===== config.mk =====
export PLATFORM = sky130hd
export DESIGN_NAME = loopback_channel_emu_flat
export DESIGN_NICKNAME = d
export VERILOG_FILES = /design/src/rtl/loopback_emu_pkg.sv /design/src/rtl/loopback_channel_emu_if.sv /design/src/rtl/loopback_channel_emu_delay_line.sv /design/src/rtl/loopback_channel_emu.sv /design/src/flat_wrapper.sv
export SDC_FILE = /design/constraint.sdc
export NUM_CORES = 1
export LEC_CHECK = 0
export CAP_MARGIN = 20
export CORE_MARGIN = 5
export CORE_UTILIZATION = 55
export CTS_CLUSTER_SIZE = 12
export DETAILED_ROUTE_END_ITERATION = 12
export GPL_ROUTABILITY_DRIVEN = 0
export HOLD_SLACK_MARGIN = 0.06
export PLACE_DENSITY = 0.75
export SYNTH_ARGS = -nofsm -noshare
export SYNTH_HDL_FRONTEND = slang
export SYNTH_SLANG_ARGS = --single-unit

===== constraint.sdc =====
create_clock -name clk_16M384 -period 7.5 [get_ports clk_16M384]
set_clock_uncertainty 0.05 [all_clocks]
set_input_delay 1.125 -clock clk_16M384 [delete_from_list [all_inputs] [get_ports clk_16M384]]
set_output_delay 1.125 -clock clk_16M384 [all_outputs]
set_load 0.02 [all_outputs]

===== src/rtl/loopback_emu_pkg.sv =====
// Shared definitions for the loopback channel emulator.
// Holds the rotation codes, the noise LFSR tap mask and next-state helper,
// the default LFSR seeds, and the saturating clip helper used by stage 3.
package loopback_emu_pkg;

  // Quadrature rotation codes as carried by CFG_ROT
  localparam logic [1:0] ROT_0   = 2'd0;
  localparam logic [1:0] ROT_P90 = 2'd1;
  localparam logic [1:0] ROT_180 = 2'd2;
  localparam logic [1:0] ROT_M90 = 2'd3;

  // Taps of x^16+x^14+x^13+x^11+1 for a left-shifting Fibonacci LFSR
  localparam logic [15:0] LFSR_TAPS = 16'hB400;

  localparam logic [15:0] DEFAULT_SEED_I = 16'hACE1;
  localparam logic [15:0] DEFAULT_SEED_Q = 16'h1D2B;

  // One LFSR step: shift left, parity of the tapped bits enters bit 0
  function automatic logic [15:0] lfsr_next(input logic [15:0] s);
    return {s[14:0], ^(s & LFSR_TAPS)};
  endfunction

  // Clip a wide signed value to the range of a w-bit two's complement number
  function automatic logic signed [31:0] sat_clip(input logic signed [31:0] x, input int w);
    logic signed [31:0] hi;
    logic signed [31:0] lo;
    hi = (32'sd1 <<< (w - 1)) - 32'sd1;
    lo = -(32'sd1 <<< (w - 1));
    if (x > hi) begin
      return hi;
    end else if (x < lo) begin
      return lo;
    end else begin
      return x;
    end
  endfunction

endpackage


===== src/rtl/loopback_channel_emu_if.sv =====
// Sample-stream bundle of the loopback channel.
// DAC_* carry Tx samples into the channel, ADC_* carry channel output to Rx.
// master: the Tx/Rx side (drives DAC_*, observes ADC_*).
// slave : the channel emulator (observes DAC_*, drives ADC_*).
interface loopback_channel_emu_if #(
  parameter int DW = 12
);
  logic signed [DW-1:0] DAC_I;
  logic signed [DW-1:0] DAC_Q;
  logic                 DAC_valid;
  logic signed [DW-1:0] ADC_I;
  logic signed [DW-1:0] ADC_Q;
  logic                 ADC_valid;

  modport master (output DAC_I, DAC_Q, DAC_valid, input ADC_I, ADC_Q, ADC_valid);
  modport slave  (input DAC_I, DAC_Q, DAC_valid, output ADC_I, ADC_Q, ADC_valid);
endinterface


===== src/rtl/loopback_channel_emu_delay_line.sv =====
// Programmable sample delay for the packed I/Q stream.
// Ports: clk/rst_n; wr_valid + data = one stage-3 sample per valid cycle;
// delay = samples of extra delay (0 bypasses the buffer); flush drops the
// fill history; rd_valid/rd_data = combinational sample for this cycle.
module emu_delay_line #(
  parameter int W     = 24,
  parameter int DEPTH = 16
) (
  input  logic                     clk,
  input  logic                     rst_n,
  input  logic                     wr_valid,
  input  logic [W-1:0]             data,
  input  logic [$clog2(DEPTH)-1:0] delay,
  input  logic                     flush,
  output logic                     rd_valid,
  output logic [W-1:0]             rd_data
);
  localparam int AW = $clog2(DEPTH);

  logic [W-1:0]  mem_r [DEPTH];
  logic [AW-1:0] wptr_r;
  logic [AW-1:0] fill_r;

  // Read side: the sample written 'delay' writes ago; the slot cannot have
  // been overwritten yet because delay never exceeds DEPTH-1
  always_comb begin
    rd_valid = wr_valid && (fill_r >= delay);
    if (delay == {AW{1'b0}}) begin
      rd_data = data;
    end else begin
      rd_data = mem_r[wptr_r - delay];
    end
  end

  // Write pointer and saturating fill count
  always_ff @(posedge clk or negedge rst_n) begin
    if (!rst_n) begin
      wptr_r <= {AW{1'b0}};
      fill_r <= {AW{1'b0}};
    end else if (flush) begin
      fill_r <= {AW{1'b0}};
    end else if (wr_valid) begin
      wptr_r <= wptr_r + AW'(1);
      if (fill_r != AW'(DEPTH - 1)) begin
        fill_r <= fill_r + AW'(1);
      end
    end
  end

  // Sample storage; contents are only read once covered by the fill count
  always_ff @(posedge clk) begin
    if (wr_valid && !flush) begin
      mem_r[wptr_r] <= data;
    end
  end
endmodule


===== src/rtl/loopback_channel_emu.sv =====
// Deterministic I/Q loopback channel between Tx DAC and Rx ADC.
// Pipeline: rotate -> gain -> shift+noise+DC+saturate -> delay line -> ADC regs.
// Ports: clk_16M384/rst_n_16M384 clock and async reset; io = sample bundle
// (DAC_* in, ADC_* out); CFG_* runtime config captured on CFG_LOAD into
// shadow registers; CFG_ACK pulses the cycle after a load; SAT_CNT counts
// saturated output samples (sticky at all-ones, cleared by CFG_LOAD).
module loopback_channel_emu
  import loopback_emu_pkg::*;
#(
  parameter int          DW     = 12,
  parameter int          GW     = 8,
  parameter int          NW     = 6,
  parameter int          DEPTH  = 16,
  parameter logic [15:0] SEED_I = DEFAULT_SEED_I,
  parameter logic [15:0] SEED_Q = DEFAULT_SEED_Q
) (
  input  logic                     clk_16M384,
  input  logic                     rst_n_16M384,
  loopback_channel_emu_if.slave    io,
  input  logic [1:0]               CFG_ROT,
  input  logic [GW-1:0]            CFG_GAIN,
  input  logic [3:0]               CFG_GAIN_SHIFT,
  input  logic [2:0]               CFG_NOISE_BITS,
  input  logic signed [DW-1:0]     CFG_DC,
  input  logic [$clog2(DEPTH)-1:0] CFG_DELAY,
  input  logic                     CFG_LOAD,
  output logic                     CFG_ACK,
  output logic [15:0]              SAT_CNT
);
  localparam int AW = $clog2(DEPTH);
  localparam int PW = DW + GW + 1;
  localparam logic signed [DW-1:0] S_MAX = {1'b0, {(DW-1){1'b1}}};
  localparam logic signed [DW-1:0] S_MIN = {1'b1, {(DW-1){1'b0}}};

  // Negation that maps the most-negative code to +max instead of wrapping
  function automatic logic signed [DW-1:0] neg_sat(input logic signed [DW-1:0] x);
    if (x == S_MIN) begin
      return S_MAX;
    end else begin
      return -x;
    end
  endfunction

  logic [1:0]           rot_r;
  logic [GW-1:0]        gain_r;
  logic [3:0]           shift_r;
  logic [2:0]           nb_r;
  logic signed [DW-1:0] dc_r;
  logic [AW-1:0]        delay_r;
  logic                 ack_r;

  logic                 v1_r, v2_r, v3_r;
  logic signed [DW-1:0] rot_i_s, rot_q_s, r1_i_r, r1_q_r;
  logic signed [PW-1:0] p_i_s, p_q_s, p2_i_r, p2_q_r;
  logic [15:0]          lfsr_i_r, lfsr_q_r;
  logic [2:0]           nbc_s;
  logic [15:0]          mask_s;
  logic signed [31:0]   noise_i_s, noise_q_s, sum_i_s, sum_q_s;
  logic signed [DW-1:0] y_i_s, y_q_s, y3_i_r, y3_q_r;
  logic                 sat_s;
  logic [15:0]          sat_cnt_r;

  logic                 dl_wr_s;
  logic                 dl_rd_valid_s;
  logic [2*DW-1:0]      dl_rd_data_s;
  logic signed [DW-1:0] adc_i_r, adc_q_r;
  logic                 adc_valid_r;

  // Shadow configuration and load acknowledge
  always_ff @(posedge clk_16M384 or negedge rst_n_16M384) begin
    if (!rst_n_16M384) begin
      rot_r   <= ROT_0;
      gain_r  <= GW'(1);
      shift_r <= 4'd0;
      nb_r    <= 3'd0;
      dc_r    <= {DW{1'b0}};
      delay_r <= {AW{1'b0}};
      ack_r   <= 1'b0;
    end else begin
      ack_r <= CFG_LOAD;
      if (CFG_LOAD) begin
        rot_r   <= CFG_ROT;
        gain_r  <= CFG_GAIN;
        shift_r <= CFG_GAIN_SHIFT;
        nb_r    <= CFG_NOISE_BITS;
        dc_r    <= CFG_DC;
        delay_r <= CFG_DELAY;
      end
    end
  end

  // Stage 1 combinational rotation
  always_comb begin
    rot_i_s = io.DAC_I;
    rot_q_s = io.DAC_Q;
    case (rot_r)
      ROT_0:   begin rot_i_s = io.DAC_I;          rot_q_s = io.DAC_Q;          end
      ROT_P90: begin rot_i_s = neg_sat(io.DAC_Q); rot_q_s = io.DAC_I;          end
      ROT_180: begin rot_i_s = neg_sat(io.DAC_I); rot_q_s = neg_sat(io.DAC_Q); end
      ROT_M90: begin rot_i_s = io.DAC_Q;          rot_q_s = neg_sat(io.DAC_I); end
      default: begin rot_i_s = io.DAC_I;          rot_q_s = io.DAC_Q;          end
    endcase
  end

  // Stage 2 gain and stage 3 shift/noise/offset/saturate
  always_comb begin
    p_i_s  = PW'(r1_i_r) * $signed({{(PW-GW){1'b0}}, gain_r});
    p_q_s  = PW'(r1_q_r) * $signed({{(PW-GW){1'b0}}, gain_r});
    nbc_s  = (nb_r > 3'(NW)) ? 3'(NW) : nb_r;
    mask_s = (16'd1 << nbc_s) - 16'd1;
    if (nbc_s == 3'd0) begin
      noise_i_s = 32'sd0;
      noise_q_s = 32'sd0;
    end else begin
      // Offset-binary noise: low bits of the LFSR re-centred around zero
      noise_i_s = $signed({16'd0, lfsr_i_r & mask_s}) - (32'sd1 <<< (nbc_s - 3'd1));
      noise_q_s = $signed({16'd0, lfsr_q_r & mask_s}) - (32'sd1 <<< (nbc_s - 3'd1));
    end
    sum_i_s = (32'(p2_i_r) >>> shift_r) + noise_i_s + 32'(dc_r);
    sum_q_s = (32'(p2_q_r) >>> shift_r) + noise_q_s + 32'(dc_r);
    y_i_s   = DW'(sat_clip(sum_i_s, DW));
    y_q_s   = DW'(sat_clip(sum_q_s, DW));
    sat_s   = (sat_clip(sum_i_s, DW) != sum_i_s) || (sat_clip(sum_q_s, DW) != sum_q_s);
  end

  // Pipeline registers; CFG_LOAD flushes every in-flight sample
  always_ff @(posedge clk_16M384 or negedge rst_n_16M384) begin
    if (!rst_n_16M384) begin
      v1_r   <= 1'b0;
      v2_r   <= 1'b0;
      v3_r   <= 1'b0;
      r1_i_r <= {DW{1'b0}};
      r1_q_r <= {DW{1'b0}};
      p2_i_r <= {PW{1'b0}};
      p2_q_r <= {PW{1'b0}};
      y3_i_r <= {DW{1'b0}};
      y3_q_r <= {DW{1'b0}};
    end else begin
      if (CFG_LOAD) begin
        v1_r <= 1'b0;
        v2_r <= 1'b0;
        v3_r <= 1'b0;
      end else begin
        v1_r <= io.DAC_valid;
        v2_r <= v1_r;
        v3_r <= v2_r;
      end
      if (io.DAC_valid) begin
        r1_i_r <= rot_i_s;
        r1_q_r <= rot_q_s;
      end
      if (v1_r) begin
        p2_i_r <= p_i_s;
        p2_q_r <= p_q_s;
      end
      if (v2_r) begin
        y3_i_r <= y_i_s;
        y3_q_r <= y_q_s;
      end
    end
  end

  // Noise LFSRs step once per valid sample passing through stage 3, so
  // each sample sees a fresh state and idle cycles do not consume noise
  always_ff @(posedge clk_16M384 or negedge rst_n_16M384) begin
    if (!rst_n_16M384) begin
      lfsr_i_r <= SEED_I;
      lfsr_q_r <= SEED_Q;
    end else if (v2_r && !CFG_LOAD) begin
      lfsr_i_r <= lfsr_next(lfsr_i_r);
      lfsr_q_r <= lfsr_next(lfsr_q_r);
    end
  end

  // Saturation counter, sticky at all-ones
  always_ff @(posedge clk_16M384 or negedge rst_n_16M384) begin
    if (!rst_n_16M384) begin
      sat_cnt_r <= 16'd0;
    end else if (CFG_LOAD) begin
      sat_cnt_r <= 16'd0;
    end else if (v2_r && sat_s && (sat_cnt_r != 16'hFFFF)) begin
      sat_cnt_r <= sat_cnt_r + 16'd1;
    end
  end

  assign dl_wr_s = v3_r && !CFG_LOAD;

  emu_delay_line #(
    .W     (2 * DW),
    .DEPTH (DEPTH)
  ) u_delay (
    .clk      (clk_16M384),
    .rst_n    (rst_n_16M384),
    .wr_valid (dl_wr_s),
    .data     ({y3_i_r, y3_q_r}),
    .delay    (delay_r),
    .flush    (CFG_LOAD),
    .rd_valid (dl_rd_valid_s),
    .rd_data  (dl_rd_data_s)
  );

  // Output registers hold their last sample while no valid output is due
  always_ff @(posedge clk_16M384 or negedge rst_n_16M384) begin
    if (!rst_n_16M384) begin
      adc_i_r     <= {DW{1'b0}};
      adc_q_r     <= {DW{1'b0}};
      adc_valid_r <= 1'b0;
    end else begin
      adc_valid_r <= dl_rd_valid_s;
      if (dl_rd_valid_s) begin
        adc_i_r <= $signed(dl_rd_data_s[2*DW-1:DW]);
        adc_q_r <= $signed(dl_rd_data_s[DW-1:0]);
      end
    end
  end

  assign io.ADC_I     = adc_i_r;
  assign io.ADC_Q     = adc_q_r;
  assign io.ADC_valid = adc_valid_r;
  assign CFG_ACK      = ack_r;
  assign SAT_CNT      = sat_cnt_r;
endmodule


===== src/flat_wrapper.sv =====
// flat-port wrapper written by rule: the top's interface ports become plain ports
module loopback_channel_emu_flat import loopback_emu_pkg::*;
#(
  parameter int          DW     = 12,
  parameter int          GW     = 8,
  parameter int          NW     = 6,
  parameter int          DEPTH  = 16,
  parameter logic [15:0] SEED_I = DEFAULT_SEED_I,
  parameter logic [15:0] SEED_Q = DEFAULT_SEED_Q
)
  (clk_16M384, rst_n_16M384, CFG_ROT, CFG_GAIN, CFG_GAIN_SHIFT, CFG_NOISE_BITS, CFG_DC, CFG_DELAY, CFG_LOAD, CFG_ACK, SAT_CNT, io_DAC_I, io_DAC_Q, io_DAC_valid, io_ADC_I, io_ADC_Q, io_ADC_valid);
  loopback_channel_emu_if #(.DW(DW)) io_i ();
  input  logic clk_16M384;
  input  logic rst_n_16M384;
  input  logic [1:0] CFG_ROT;
  input  logic [GW-1:0] CFG_GAIN;
  input  logic [3:0] CFG_GAIN_SHIFT;
  input  logic [2:0] CFG_NOISE_BITS;
  input  logic signed [DW-1:0] CFG_DC;
  input  logic [$clog2(DEPTH)-1:0] CFG_DELAY;
  input  logic CFG_LOAD;
  output logic CFG_ACK;
  output logic [15:0] SAT_CNT;
  input wire logic [$bits(io_i.DAC_I)-1:0] io_DAC_I;
  input wire logic [$bits(io_i.DAC_Q)-1:0] io_DAC_Q;
  input wire logic [$bits(io_i.DAC_valid)-1:0] io_DAC_valid;
  output wire logic [$bits(io_i.ADC_I)-1:0] io_ADC_I;
  output wire logic [$bits(io_i.ADC_Q)-1:0] io_ADC_Q;
  output wire logic [$bits(io_i.ADC_valid)-1:0] io_ADC_valid;
  assign io_i.DAC_I = io_DAC_I;
  assign io_i.DAC_Q = io_DAC_Q;
  assign io_i.DAC_valid = io_DAC_valid;
  assign io_ADC_I = io_i.ADC_I;
  assign io_ADC_Q = io_i.ADC_Q;
  assign io_ADC_valid = io_i.ADC_valid;
  loopback_channel_emu #(.DW(DW), .GW(GW), .NW(NW), .DEPTH(DEPTH), .SEED_I(SEED_I), .SEED_Q(SEED_Q)) u_core (.clk_16M384(clk_16M384), .rst_n_16M384(rst_n_16M384), .io(io_i), .CFG_ROT(CFG_ROT), .CFG_GAIN(CFG_GAIN), .CFG_GAIN_SHIFT(CFG_GAIN_SHIFT), .CFG_NOISE_BITS(CFG_NOISE_BITS), .CFG_DC(CFG_DC), .CFG_DELAY(CFG_DELAY), .CFG_LOAD(CFG_LOAD), .CFG_ACK(CFG_ACK), .SAT_CNT(SAT_CNT));
endmodule

* Yosys cells after proc, flatten, opt, wreduce, memory -nomap -nowiden *
Memory sizes are Yosys's and may differ from the RTL's. A register that Yosys moved wholly into a read port is not among the register bits.
Index checks and enable logic that the tools add are counted.

cells by class
  add/subtract/negate cells = 14
  multiply operators = 2
  $lt $le $gt $ge = 6
  equal/unequal tests = 9
  shift-type cells = 4
  mux-type cells = 21
  bitwise logic cells = 3
  reductions and logical operators = 18

operator list
  operator                 count
  $mux W32                 6
  $pmux W12 S4             2
  $add A32 B12 Y32         2
  $add A32 B32 Y32         2
  $gt A32 B12 Y1 const B   2
  $lt A32 B12 Y1 const B   2
  $ne A32 B32 Y1           2
  $sshr A21 B4 Y32         2
  $sub A17 B32 Y32         2
  $mul A12 B9 Y21          2
  $and A16 B16 Y16         2
  $mux W16                 2
  $reduce_xor A16 Y1       2
  $sshl A2 B3 Y32 const A  1
  $eq A12 B12 Y1 const B   2
  $mux W12                 2
  $neg A12 Y12             2
  $add A16 B1 Y16 const B  1
  $ne A16 B16 Y1 const B   1
  $shl A1 B3 Y16 const A   1
  $sub A16 B1 Y16 const B  1
  $mux W4                  3
  $add A4 B1 Y4 const B    2
  $logic_and A1 B1 Y1      6
  other kinds (16)         25

word-level totals
  register bits after elaboration = 184
  memory bits (writable) = 384
  input port bits = 61
  output and inout bits = 42
  word-level logic and storage cells = 100
  memories kept = 1

memories
  memory                words  width  read ports  clocked after memory_dff  wr ports  line                                   source
  u_core.u_delay.mem_r  16     24     1           1                         1         loopback_channel_emu_delay_line.sv:20  logic [W-1:0] mem_r [DEPTH];

* Depth between registers and ports, before layout *
Gate-level depths: netlist (run 1).

  depth in word-level cells = 18
  gate-level depth with buffers = 39
  depth with buffers taken out = 36

* Cells and area by module *
A second synthesis (run 1) with hierarchy kept.

unflattened totals
  cell total of the unflattened synthesis = 3448
  area, all modules = 39864.5 um^2

by module, submodules not included
  module                instances  cells an instance  area each (um^2)  seq. area each (um^2)
  loopback_channel_emu  1          2747               24275.8           5026.1
  emu_delay_line        1          701                15588.7           11731.3

* Worst setup path after synthesis (run 1) *
No wires, ideal clock.

  kind = register -> register
  start point = reg u_core.nb_r[0]
  end point = reg u_core.sat_cnt_r[5], in the netlist u_core.SAT_CNT[5]
  library setup time = 125 ps
  arrival = 7968 ps
  data required time = 7325 ps
  setup slack = -643 ps
  cell stages (with the launch flop) = 39
  buffers on the path = 3
  period minus slack after synthesis = 8143 ps
  path through = dfrtp_1 or2_2 inv_1 ha_1 clkbuf_1 nor3_1 ha_1 inv_1 fa_1 inv_1 o21ai_0 a21oi_1 o21bai_1 a21oi_1 nor2b_1 o21ai_0 nand2_1 a21oi_1 [... 3 more ...] ha_1 buf_2 nand3_1 o211ai_1 a211o_1 a221oi_1 nand3_1 nor3_1 nand4_1 or4_1 or2_2 ha_1 or3_1 a31oi_1 a2111oi_4 buf_6 nor4_2 mux2_4

on the way
  cells in the longest elaborated chain, start to end = 17
  elaborated cells between the ends (all ways) = 31
  classes of those cells = add/sub (8); order compare (5); eq/ne (2); shift (2); mux (7); bitwise (2); reduce/logical (5)

ends and longest elaborated chain
  element                               line                                                      source
  start: declaration                    loopback_channel_emu.sv:47                                logic [2:0] nb_r;
  start signal: assignment              loopback_channel_emu.sv:75                                nb_r <= 3'd0;
  start signal: assignment              loopback_channel_emu.sv:85                                nb_r <= CFG_NOISE_BITS;
  $gt A3 B3 Y1                          loopback_channel_emu.sv:109                               nbc_s = (nb_r > 3'(NW)) ? 3'(NW) : nb_r;
  $mux W3 (*)                           loopback_channel_emu.sv:109
  $shl A1 B3 Y16                        loopback_channel_emu.sv:110                               mask_s = (16'd1 << nbc_s) - 16'd1;
  $sub A16 B1 Y16                       loopback_channel_emu.sv:110
  $and A16 B16 Y16 (on tied branches)   loopback_channel_emu.sv:116, loopback_channel_emu.sv:117
  $sub A17 B32 Y32 (on tied branches)   loopback_channel_emu.sv:116, loopback_channel_emu.sv:117
  $mux W32                              loopback_channel_emu.sv:111                               if (nbc_s == 3'd0) begin
  $add A32 B32 Y32 (on tied branches)   loopback_channel_emu.sv:119, loopback_channel_emu.sv:120
  $add A32 B12 Y32 (on tied branches)   loopback_channel_emu.sv:119, loopback_channel_emu.sv:120
  $lt A32 B12 Y1                        loopback_emu_pkg.sv:31                                    end else if (x < lo) begin
  $mux W32                              loopback_emu_pkg.sv:31
  $mux W32                              loopback_emu_pkg.sv:29                                    if (x > hi) begin
  $ne A32 B32 Y1                        loopback_channel_emu.sv:123                               sat_s = (sat_clip(sum_i_s, DW) != sum_i_s) || (sat_clip(sum_q_s, DW) != sum_q_s);
  $logic_or A1 B1 Y1 (*)                loopback_channel_emu.sv:123
  $logic_and A1 B1 Y1 (*) (2 in a row)  loopback_channel_emu.sv:181                               end else if (v2_r && sat_s && (sat_cnt_r != 16'hFFFF)) begin
  $reduce_bool A2 Y1 (no line) (*)      n/a
  end signal: assignment                loopback_channel_emu.sv:182                               sat_cnt_r <= sat_cnt_r + 16'd1;
  end: declaration                      loopback_channel_emu.sv:61                                logic [15:0] sat_cnt_r;

Mark *: on every way between the ends. The rest lies on a longest branch, timed or not.
A chain may end at the register's enable or synchronous reset.

* Final worst setup path (run 1) *
  start point = reg u_core.nb_r[0]
  end point = reg u_core.sat_cnt_r[4], in the netlist u_core.SAT_CNT[4]

Same word-level chain as after synthesis.

==> results of run 1 <==
## metrics by stage
stage	hold WS (ns)	instance area [um2]
after floorplan	0.4084	39850
after global placement	0.4122	42780
after detailed placement	0.4237	42780
after CTS	0.4359	45290
after global routing	0.4583	45510
final	0.4211	45510
## state kept, by name, indices dropped and copies added, names as in the netlist, 16 cells and up
| signal | flops |
|---|---|
| u_core.u_delay.mem_r | 384 |
| u_core.p2_i_r | 21 |
| u_core.lfsr_i_r | 16 |
| u_core.p2_q_r | 21 |
| u_core.SAT_CNT | 16 |
| u_core.lfsr_q_r | 16 |
## Yosys cell counts (all sizes together) (25+ instances only)
master	instances
buf	39
dfrtp	191
edfxtp	384
fa	223
o21ai	172
ha	180
nor2b	37
clkbuf	129
nor3	43
nand3	44
and2	137
nand2	298
mux2	97
nand2b	25
xor2	31
a211oi	25
a21oi	214
a21o	33
xnor2	81
nor2	181
mux4	138
mux2i	71
inv	378
## per-layer routing
layer | GRT usage (%) | vias to the layer above
li1 | - | 12640
met1 | 34.06 | 13940
met2 | 42.94 | 968
met3 | 3.219 | 159
met4 | 7.633 | 0
met5 | 0 | -
## cell type report
cell class	count	area [um2]
inverters	380	1429
clock buffers	95	1842
flip-flops and latches	592	16760
clock inverters	26	312.8
repair buffers	286	2502
multi-input cells	2333	21470
fillers	5424	26100
well taps	950	1189
## path summary, 6_finish.rpt
check                                            endpoint                            from  slack, ns
max reg2reg                 u_core.SAT_CNT[4]$_DFFE_PN0P_      u_core.nb_r[0]$_DFFE_PN0P_      -0.18
max in group asynchronous   u_core.p2_q_r[13]$_DFFE_PN0P_                    rst_n_16M384       5.65
min reg2reg                u_core.io.ADC_I[4]$_DFFE_PN0P_  u_core.io.ADC_I[4]$_DFFE_PN0P_       0.43
max                         u_core.SAT_CNT[4]$_DFFE_PN0P_      u_core.nb_r[0]$_DFFE_PN0P_      -0.18
min in group clk_16M384    u_core.io.ADC_I[4]$_DFFE_PN0P_  u_core.io.ADC_I[4]$_DFFE_PN0P_       0.43
min                              u_core.CFG_ACK$_DFF_PN0_                    rst_n_16M384       0.42
## timing repair
item	CTS	global route
buffers inserted	8	5
pin swaps	22	23
gates resized for setup	46	43
gates cloned	2	0
setup endpoints to repair	16	16
## placed cells by master, fill, tap and decap left out, drive strengths merged, types with 31 or more instances in the layout
master	synthesis	layout
edfxtp	384	384
inv	378	382
nand2	298	298
fa	223	223
a21oi	214	214
dfrtp	191	191
buf	39	184
nor2	181	181
ha	180	180
o21ai	172	172
mux4	138	138
and2	137	137
clkdlybuf4s50	0	100
mux2	97	97
clkbuf	129	95
xnor2	81	81
mux2i	71	71
nand3	44	44
nor3	43	43
nor2b	37	37
a21o	33	33
xor2	31	31
## cells by family after synthesis
logic type / after synthesis / synth area share, %
and+or+nand+nor: 890 / 11.10
AOI/OAI and AO/OA: 618 / 9.647
DFF: 592 / 42.15
buffers and inverters: 548 / 5.285
adders and majority gates: 403 / 16.90
muxes: 306 / 12.43
xor gates and xnor gates: 112 / 2.468
other: 2 / 0.01889
==> metrics.yaml, run 1 <==
floorplanning:
  initial_utilization_pct: 55.51
  die_h_um: 278.8
  io_pins: 103
  die_w_um: 278.8
  placementRows: 98
  core_area_um2: 71610
  die-area_um2: 77750
timing:
  finalCritPeriodShare_pct: 102.4
  slew_headroom_pct: 31.42
  fmax_mhz: 130.2
  tns_ns: -2.089
  hold_violations: 0
  setup_viol: 16
  rsz0062_at_grt: "true"
  worst_slack_ns: -0.1797
  min_period_ns: 7.680
  max_slew.worst_pin.slew_ns: 1.029
  report.final.slew_viol_count: 0
cts:
  numCtsBuffers: 67
  cts_hold_buf: 0
  clk_pin_slew_ns: 0.06
  clock-sinks: 592
  clock_latency_ns: 0.62
  h-tree-depth: 3
  cts.path.max_buffers: 3
  cts_tree: "yes"
  cts_root_buffer: "clkbuf_16"
place:
  pre_cts_slack_ns: -0.2314
  hpwlAfterDp_um: 67130
  io_buffers: 102
  placed_cells: 4527
worst_setup_path:
  worstRegToRegCells: 35
  crit_arrival_ns: 8.13
  path_class: "reg -> reg"
  cp_num_buf_inv: 4
  critPathRequiredTime_ns: 7.95
  cp-start-kind: "flop"
  critPathMostFrequentCell: "ha_4"
  path_depth: 35
  crit_path_top_delay_cell: "fa_2"
  cp_top_family: "simple AND/OR/NAND/NOR gates"
  end_kind: "flop"
  crit_path_max_fanout: 5
  cpPeakStageDelay_ns: 0.52
global_routing:
  antenna_found_initial: 1
  grt_start_max_net_pins: 77
  grt_pass1_vias: 28260
  grt_use_total_pct: 25.12
  grt_pass1_wl_um: 156400
  overflow: 0
detailed_routing:
  drc: 0
  met2_length_um: 48540
  wl_um: 97440
  first_pass_iters: 8
  wl_met1_um: 40460
  drt-initial-drc-count: 2495
  wl_per_cell_um: 20.90
  top_layer: "met4"
  vias: 27710
  via_per_inst: 5.943
  final_antenna_net_count: 0
  wl_met3_um: 5384
cells_and_area:
  diodes: 0
  syn_to_final_growth_pct: 14.47
  layout.cells.non_filler: 4662
  fin_util_pct: 63.55
  nets: 4124
  drive_above_1_share_pct: 18.21
synthesis:
  yosysUniqueCellTypes: 101
  synthCells: 3471
  synth_edf_count: 384
  synth_area_um2: 39750
  async_flop_share_pct: 35.14
  synth_flop_cell: "edfxtp_1"
  ys_seq_elements: 592
  syn_avg_cell_area_um2: 11.45
  ys_seq_area_share_pct: 42.15
  yosys.area.top_type: "edfxtp_1"
  synth_top_cell_area_share_pct: 29.01
  synth_area_leaders: "edfxtp_1, dfrtp_1, fa_1"
  synth_warnings: 0
outcome:
  violations: "negative setup slack"
  status: "complete, but fails checks"
worst_hold_path:
  hold_path_class: "in -> async"
run:
  maxCapViolCount: 0
Power of run 1 is left out: the tool's default activity adds up to more than one toggle a clock period on the data nets, which glitch-free logic cannot reach.
==> inputs of run 2 (changes only) <==
Settings changed: CORE_ASPECT_RATIO set to 0.9.
Clock period 7.5 ns to 6.84 ns, I/O delays scaled along.
==> run 2 against run 1 <==
  * The flow still finishes with violations (negative setup slack)
  * Die area about the same
  * Worst setup slack got worse by 0.50 ns
  * Sequential share of layout area fell by 1.0 points
  * Non-clock buffer count grew 151
  * Critical endpoint is now u_core.SAT_CNT[13]$_DFFE_PN0P_
  * Highest routed layer unchanged
==> metrics.yaml, run 2 (synthesis results as in run 1) <==
global_routing:
  antenna_found_initial: 0
  overflow: 0
  grt_use_total_pct: 25.59
  grt_pass1_vias: 28780
  grt_start_max_net_pins: 121
  grt_pass1_wl_um: 159500
detailed_routing:
  via_per_inst: 5.867
  wl_um: 100400
  wl_per_cell_um: 20.90
  drc: 0
  drt-initial-drc-count: 2485
  first_pass_iters: 6
  vias: 28190
  final_antenna_net_count: 0
cts:
  cts_hold_buf: 0
  cts_root_buffer: "clkbuf_16"
  cts.path.max_buffers: 3
  clk_pin_slew_ns: 0.07
  h-tree-depth: 2
  clock-sinks: 592
  clock_latency_ns: 0.66
  numCtsBuffers: 60
  cts_tree: "yes"
floorplanning:
  initial_utilization_pct: 55.55
  core_area_um2: 71560
  die-area_um2: 77760
  die_w_um: 293.4
  io_pins: 103
  die_h_um: 265.1
  placementRows: 93
cells_and_area:
  largest_reg_flops: 384
  layout_commonest_cell: "edfxtp_1"
  largest_register: "u_core.u_delay.mem_r"
  drive_above_1_share_pct: 22.26
  final_cell_mix: "edfxtp_1, inv_1, buf_4"
  stdcell_area_um2: 46800
  layout.cells.non_filler: 4805
  largestRegisters: "u_core.u_delay.mem_r: 384 flops, u_core.p2_i_r: 21 flops, u_core.p2_q_r: 21 flops"
  diodes: 0
  syn_to_final_growth_pct: 17.72
  fillCellCount: 5286
  nets: 4269
worst_setup_path:
  cpPeakStageDelay_ns: 0.54
  cp_top_family: "simple AND/OR/NAND/NOR gates"
  end_kind: "flop"
  path_class: "reg -> reg"
  crit_arrival_ns: 8.03
  cp_num_buf_inv: 6
  cp-start-kind: "flop"
  crit_path_top_delay_cell: "or4_4"
  critPathRequiredTime_ns: 7.35
  crit_path_max_fanout: 11
timing:
  setup_viol: 27
  hold_violations: 0
  slew_headroom_pct: 25.60
  finalCritPeriodShare_pct: 109.9
  rsz0062_at_grt: "true"
  worst_slack_ns: -0.6757
  tns_ns: -10.26
  whs_ns: 0.3519
  fmax_mhz: 133.1
  min_period_ns: 7.516
  max_slew.worst_pin.slew_ns: 1.116
  report.final.slew_viol_count: 0
run:
  maxCapViolCount: 0
place:
  place_area_um2: 44010
  hpwlAfterDp_um: 68410
  placed_cells: 4674
  io_buffers: 102
outcome:
  violations: "negative setup slack"
  status: "complete, but fails checks"
worst_hold_path:
  hold_path_class: "in -> async"
run 2: cell type report:
class                      instances  area (um2)  area share (%)
inverter                         380        1431           3.059
timing repair buffer             437        3669           7.839
clock inverter                    19       294.0          0.6283
sequential                       592       16760           35.81
tap                              950        1189           2.540
clock buffer                      93        1655           3.537
multi-input combinational       2334       21800           46.58
run 2: path summary, 6_finish.rpt:
kind / cells after the start / end / slack [ns] / start
setup / recovery: 37 / u_core.SAT_CNT[13]$_DFFE_PN0P_ / -0.68 / u_core.nb_r[1]$_DFFE_PN0P_
hold / removal: 1 / u_core.delay_r[1]$_DFFE_PN0P_ / 0.35 / rst_n_16M384
setup reg to reg: 37 / u_core.SAT_CNT[13]$_DFFE_PN0P_ / -0.68 / u_core.nb_r[1]$_DFFE_PN0P_
hold reg to reg: 2 / u_core.io.ADC_I[7]$_DFFE_PN0P_ / 0.43 / u_core.io.ADC_I[7]$_DFFE_PN0P_
max in group asynchronous: 2 / u_core.dc_r[11]$_DFFE_PN0P_ / 5.10 / rst_n_16M384
min in group clk_16M384: 2 / u_core.io.ADC_I[7]$_DFFE_PN0P_ / 0.43 / u_core.io.ADC_I[7]$_DFFE_PN0P_
run 2: through the flow:
step	utilization (%)	worst slack (ns)
after CTS	64.52	-0.7113
final	65.40	-0.6757
after global routing	65.40	-0.9905
after global placement	61.49	-0.5466
after detailed placement	61.49	-0.7510
after floorplan	-	-0.5458
run 2: metal layers:
| metal | global-route usage (%) | vias to the layer above | part of all wire, % |
|---|---|---|---|
| met3 | 2.972 | 158 | 6.3 |
| li1 | - | 12960 | - |
| met2 | 43.49 | 1013 | 49 |
| met1 | 35.55 | 14060 | 42 |
| met5 | 0 | - | 0 |
| met4 | 6.811 | 0 | 2.8 |
run 2: what timing repair did:
| item | in CTS | in global routing |
|---|---|---|
| endpoints found under the setup margin | 32 | 38 |
| cloned | 3 | 0 |
| buffers inserted | 7 | 8 |
| hold endpoints to repair | 0 | 0 |
| gates resized for setup | 29 | 114 |
| pin swaps | 4 | 61 |
Power of run 2 is left out for the same reason.
